$ cat src/rtl/writeback_arbiter.sv
// Register-file write-back arbiter: the ALU result has priority, and long-latency results wait in a FIFO.
// It also keeps a 32-bit pending-destination scoreboard so decode can stall on registers still in flight.
module writeback_arbiter #(
  parameter int DEPTH = 4
) (
  input  logic                     clk,
  input  logic                     reset,
  input  logic                     alu_valid,
  input  logic [4:0]               alu_rd,
  input  logic [31:0]              alu_data,
  input  logic                     lsu_valid,
  output logic                     lsu_ready,
  input  logic [4:0]               lsu_rd,
  input  logic [31:0]              lsu_data,
  input  logic                     issue_valid,
  input  logic [4:0]               issue_rd,
  input  logic [4:0]               chk_rs1,
  input  logic [4:0]               chk_rs2,
  output logic                     busy_rs1,
  output logic                     busy_rs2,
  output logic                     RegWrite,
  output logic [4:0]               WriteReg,
  output logic [31:0]              WriteData,
  output logic [$clog2(DEPTH):0]   fifo_count
);

  localparam int PW = $clog2(DEPTH);
  localparam int CW = PW + 1;

  logic [PW-1:0] wr_ptr_q, wr_ptr_d;
  logic [PW-1:0] rd_ptr_q, rd_ptr_d;
  logic [CW-1:0] count_q, count_d;
  logic [31:0]   pending_q, pending_d;
  logic          clr_valid_q, clr_valid_d;
  logic [4:0]    clr_rd_q, clr_rd_d;
  logic          reg_write_q, reg_write_d;
  logic [4:0]    write_reg_q, write_reg_d;
  logic [31:0]   write_data_q, write_data_d;

  logic [4:0]    fifo_rd_mem   [DEPTH];
  logic [31:0]   fifo_data_mem [DEPTH];

  logic          push;
  logic          pop;
  logic [4:0]    head_rd;
  logic [31:0]   head_data;

  // Readiness and pop decisions look only at the registered count, so a full FIFO never accepts
  // a beat even in a cycle where it is also popping.
  assign lsu_ready = (count_q < CW'(DEPTH));
  assign push      = lsu_valid && lsu_ready;
  assign pop       = !alu_valid && (count_q != '0);
  assign head_rd   = fifo_rd_mem[rd_ptr_q];
  assign head_data = fifo_data_mem[rd_ptr_q];

  always_comb begin
    wr_ptr_d = wr_ptr_q;
    rd_ptr_d = rd_ptr_q;
    count_d  = count_q;
    if (push) wr_ptr_d = wr_ptr_q + PW'(1);
    if (pop)  rd_ptr_d = rd_ptr_q + PW'(1);
    case ({push, pop})
      2'b10:   count_d = count_q + CW'(1);
      2'b01:   count_d = count_q - CW'(1);
      default: count_d = count_q;
    endcase
  end

  always_comb begin
    reg_write_d  = 1'b0;
    write_reg_d  = 5'd0;
    write_data_d = 32'd0;
    if (alu_valid) begin
      reg_write_d  = (alu_rd != 5'd0);
      write_reg_d  = alu_rd;
      write_data_d = alu_data;
    end else if (pop) begin
      reg_write_d  = (head_rd != 5'd0);
      write_reg_d  = head_rd;
      write_data_d = head_data;
    end
  end

  // A popped destination is released one edge later, when the register file commits it.
  // A new issue to the same register at that edge keeps the bit set.
  always_comb begin
    pending_d   = pending_q;
    clr_valid_d = pop;
    clr_rd_d    = head_rd;
    if (clr_valid_q) pending_d[clr_rd_q] = 1'b0;
    if (issue_valid && (issue_rd != 5'd0)) pending_d[issue_rd] = 1'b1;
  end

  assign busy_rs1 = (chk_rs1 != 5'd0) && pending_q[chk_rs1];
  assign busy_rs2 = (chk_rs2 != 5'd0) && pending_q[chk_rs2];

  always_ff @(posedge clk) begin
    if (push) begin
      fifo_rd_mem[wr_ptr_q]   <= lsu_rd;
      fifo_data_mem[wr_ptr_q] <= lsu_data;
    end
  end

  always_ff @(posedge clk or posedge reset) begin
    if (reset) begin
      wr_ptr_q     <= '0;
      rd_ptr_q     <= '0;
      count_q      <= '0;
      pending_q    <= '0;
      clr_valid_q  <= 1'b0;
      clr_rd_q     <= 5'd0;
      reg_write_q  <= 1'b0;
      write_reg_q  <= 5'd0;
      write_data_q <= 32'd0;
    end else begin
      wr_ptr_q     <= wr_ptr_d;
      rd_ptr_q     <= rd_ptr_d;
      count_q      <= count_d;
      pending_q    <= pending_d;
      clr_valid_q  <= clr_valid_d;
      clr_rd_q     <= clr_rd_d;
      reg_write_q  <= reg_write_d;
      write_reg_q  <= write_reg_d;
      write_data_q <= write_data_d;
    end
  end

  assign RegWrite   = reg_write_q;
  assign WriteReg   = write_reg_q;
  assign WriteData  = write_data_q;
  assign fifo_count = count_q;

endmodule

$ cat config.mk
export PLATFORM = sky130hd
export DESIGN_NAME = writeback_arbiter
export DESIGN_NICKNAME = d
export VERILOG_FILES = /design/src/rtl/writeback_arbiter.sv
export SDC_FILE = /design/constraint.sdc
export NUM_CORES = 1
export LEC_CHECK = 0
export CORE_MARGIN = 3
export CORE_UTILIZATION = 30
export DETAILED_ROUTE_END_ITERATION = 16
export GPL_TIMING_DRIVEN = 0
export HOLD_SLACK_MARGIN = 0.05
export PLACE_DENSITY = 0.6
export SETUP_SLACK_MARGIN = 0.4
export SYNTH_ARGS = -nofsm -noshare
export SYNTH_HDL_FRONTEND = slang
export SYNTH_SLANG_ARGS = --single-unit
$ cat constraint.sdc
create_clock -name clk -period 4.9 [get_ports clk]
set_input_delay 0.98 -clock clk [delete_from_list [all_inputs] [get_ports clk]]
set_output_delay 0.98 -clock clk [all_outputs]
set_load 0.03 [all_outputs]
==> results summary <==
The number of non-filler instances in the completed layout is 1062. The cell sitting at the root of the clock tree is a sky130_fd_sc_hd__clkbuf_16. The worst-margin pin slew came out at 0.752 ns. The repair_antennas step left the layout with diodes totalling 0.

The final-report setup violation count came out at 0. For this design the top-level I/O count stands at 138. The core footprint came out at 29200 µm². When the netlist entered floorplanning its net count stood at 594. The detail-routed net length per standard cell came out at 20.3 µm.

The min-delay analysis places its worst path in the category reg -> reg. The headroom to the max-slew limit came out at 49.9%. The power per cell area came out at 577 nW/µm². The switching component of the power is 2.02 mW. The number of synthesis warnings is 0. The number of flops mapped to enable cells by yosys is 148. The power share of the clock group came out at 31.4%. After layout, the worst path uses 83.5% of the clock period. The proportion of layout cells with a drive suffix above 1 is 17.8%. In this run switching power makes up 29.4% of total power. The synthesis-stage register bit count came out at 230. The net count of the finished layout is 758. On the final layout, the worst clock skew is 0.0209 ns.

The latest clock arrival within the worst-skew pair is 0.52 ns. Once the floorplan was initialized, standard cells occupied 31.0% of the core. The total CTS buffers is 26. The count of different cell masters after synthesis is 37.

Once detail routing completed, the nets flagged for antenna violations numbered 0. The startpoint identified for the worst hold timing path is fifo_count[0]. The logic depth of the worst register-to-register path came out at 9. The TritonCTS sink count came out at 230. Gates resized during post-CTS repair numbered 0. The time the final worst path needs with I/O delays and setup came out at 4.09 ns. The area added between synthesis and finish came out at 32.0%.

For the final routed database, the setup TNS stands at 0 ns. The clock transition at the registers of the reported paths is 0.06 ns. The internal power of the cells came out at 4.86 mW. The worst vdd rail ir drop is 303 µV. The register-to-register path setup slack came out at 2.00 ns.

The number of buffers between clock root and the deepest sink came out at 3. After detailed routing, the number of remaining DRC violations is 0. STA classifies the critical path startpoint as an input pin. Setup repair after global routing left no endpoint under its margin. The number of max-slew violations in the final report is 0. The via count came out at 5184. The H-tree depth is 1.

The capture endpoint of the worst hold path is fifo_count[0]. For this run, the top clock speed supported by timing is 244 MHz. The number of instances in the synthesized netlist came out at 494. TritonCTS built the clock tree.

In this run, the number of DRC markers left after iteration 0 of detailed routing was 310. Across every metal layer, demand over resource in global routing totals 13.2%. The count of buffers added on input and output ports is 131. The mean instance size in the synthesized netlist is 18.3 µm². The element type at the critical path end is an output port. Counting instances, the worst hold path has a depth of 1. The number of antenna violations at the first check in global routing was 6.

The floorplan die width came out at 179 µm. The via density per instance came out at 4.88. The sequential cell fraction of total power is 40.0%. The critical path is of the in -> out type. The via count of the first global-routing pass came out at 5579.

The data arrival at the endpoint of the critical path is 3.11 ns. The maximum number of pins on one net before global-route repair came out at 43. In this run the cell area of the synthesized design comes to 9030 µm². Data on the critical path is required at its endpoint by 3.92 ns. The first detailed-routing pass took 5 iterations.

The number of cells after detailed placement came out at 1014. The count of buffers added by post-CTS timing repair for setup is 0. The total wire length came out at 21600 µm. The floorplan step set the die height to 179 µm.

The HPWL after detailed placement is 14600 µm. In the synthesized netlist the async set-or-reset flop fraction comes to 35.7%. The register area share after synthesis came out at 71.9%. The wire length of the first global-routing pass is 33300 µm. The destination of the worst register-to-register timing path is fifo_count[2]. The worst register-to-register path begins at fifo_count[0]. The die outline area came out at 32200 µm². The final global-route overflow total came out at 0. The hold buffer count at CTS is 0. The hold violation total from the final report is 0.

The relative contribution of combinational cells to total power is 28.6%. Row generation in the floorplan step produced 62 rows. The max-capacitance violation count came out at 0. The flow ran to the end, and the final reports show no timing, DRC or antenna violations. Summed over all cells, the static leakage comes to 4.17 nW. The most used flip-flop cell after synthesis is sky130_fd_sc_hd__edfxtp_1. The weighted congestion reported at the end of routability-driven placement is 0.808.

The biggest fanout along the worst timing path came out at 8.
## power by group through the flow
stage / Clock (mW) / Combinational [mW] / Sequential, mW
after global placement: 0 / 1.96 / 2.79
after CTS: 2.22 / 2.02 / 2.75
after global routing: 2.30 / 2.14 / 2.80
after detailed placement: 0 / 2.01 / 2.79
final: 2.16 / 1.97 / 2.75
after floorplan: 0 / 1.06 / 2.95
## synth_stat cells (4+ instances only)
master | instances | area [µm²]
sky130_fd_sc_hd__ha_1 | 5 | 62.6
sky130_fd_sc_hd__nor2_1 | 6 | 22.5
sky130_fd_sc_hd__and2_1 | 4 | 25.0
sky130_fd_sc_hd__buf_2 | 7 | 35.0
sky130_fd_sc_hd__nand2_1 | 9 | 33.8
sky130_fd_sc_hd__xnor2_1 | 4 | 35.0
sky130_fd_sc_hd__a22o_1 | 37 | 324
sky130_fd_sc_hd__o21ai_0 | 65 | 325
sky130_fd_sc_hd__mux4_2 | 49 | 1100
sky130_fd_sc_hd__nand3b_1 | 12 | 90.1
sky130_fd_sc_hd__edfxtp_1 | 148 | 4440
sky130_fd_sc_hd__nand3_1 | 4 | 20.0
sky130_fd_sc_hd__clkbuf_1 | 14 | 52.6
sky130_fd_sc_hd__mux2i_1 | 8 | 80.1
sky130_fd_sc_hd__or3b_2 | 4 | 35.0
sky130_fd_sc_hd__inv_1 | 9 | 33.8
sky130_fd_sc_hd__dfrtp_1 | 82 | 2050
## layout by cell type, fill, tap and decap left out, types with 5 or more instances in the layout
cell / Yosys / layout
sky130_fd_sc_hd__edfxtp_1: 148 / 148
sky130_fd_sc_hd__clkdlybuf4s50_1: 0 / 131
sky130_fd_sc_hd__dfrtp_1: 82 / 82
sky130_fd_sc_hd__o21ai_0: 65 / 65
sky130_fd_sc_hd__mux4_2: 49 / 49
sky130_fd_sc_hd__a22o_1: 37 / 37
sky130_fd_sc_hd__clkbuf_16: 0 / 27
sky130_fd_sc_hd__clkbuf_1: 14 / 17
sky130_fd_sc_hd__nand3b_1: 12 / 12
sky130_fd_sc_hd__nand2_1: 9 / 9
sky130_fd_sc_hd__inv_1: 9 / 8
sky130_fd_sc_hd__mux2i_1: 8 / 8
sky130_fd_sc_hd__buf_2: 7 / 7
sky130_fd_sc_hd__nor2_1: 6 / 6
sky130_fd_sc_hd__bufinv_16: 0 / 6
sky130_fd_sc_hd__ha_1: 5 / 5
sky130_fd_sc_hd__clkbuf_8: 0 / 5
## worst max-delay path, cell delays in order
cell and delay (ns):
sky130_fd_sc_hd__buf_2 0.25, sky130_fd_sc_hd__mux4_2 0.53, sky130_fd_sc_hd__mux2i_1 0.20, sky130_fd_sc_hd__nor2_1 0.06, sky130_fd_sc_hd__or4_1 0.49, sky130_fd_sc_hd__clkdlybuf4s50_1 0.61
## through the flow
step                      hold WS, ns  utilization, %  setup WS [ns]  power [mW]  area (µm²)
final                           0.507            40.9          0.809        6.88       11900
after global routing            0.543            40.9          0.762        7.24       11900
after CTS                       0.509            40.9          0.808        6.99       11900
after detailed placement        0.494            37.5          0.803        4.80       10900
after global placement          0.499            37.1         0.0702        4.74       10800
after floorplan                 0.481               -           1.40        4.01        9030
## area by class of cell
type	count	area, µm²
Clock buffer	35	756
Timing Repair Buffer	136	1420
Sequential cell	230	6500
Tap cell	384	480
Fill cell	2687	17200
Multi-Input combinational cell	231	2400
Inverter	9	36.3
Clock inverter	13	229
Buffer	24	106
## kinds of logic (layout without fill, tap and decap cells)
group / Yosys count / in the layout / synth area share, %
flip-flops: 230 / 230 / 71.9
AND/OR/NAND/NOR: 51 / 51 / 3.44
adder cells (fa/ha/maj): 6 / 6 / 0.915
buffers and inverters: 33 / 217 / 1.55
multiplexers: 61 / 61 / 13.9
AO/OA/AOI/OAI: 107 / 107 / 7.63
XOR/XNOR: 6 / 6 / 0.582
## routing by layer
layer,GRT usage (%),part of all wire [%]
met5,0,0.28
met4,2.85,1.7
met3,5.03,9.7
met2,21.2,47
met1,17.0,42
## how the worst max path moves through the flow
stage / startpoint / end / cells after the start
after global placement: reset / WriteData[22] / 2
after CTS: chk_rs2[2] / busy_rs2 / 6
after floorplan: chk_rs2[0] / busy_rs2 / 5
after global routing: chk_rs2[2] / busy_rs2 / 6
after detailed placement: chk_rs2[2] / busy_rs2 / 6
final: chk_rs2[2] / busy_rs2 / 6
## sequential cells by signal (all words and copies together), names as in the netlist, 2 cells and up
register,count
WriteReg,5
fifo_count,3
wr_ptr_q,2
WriteData,32
pending_q,31
fifo_rd_mem,20
clr_rd_q,5
fifo_data_mem,128
rd_ptr_q,2
(Power assumes the default switching activity.)
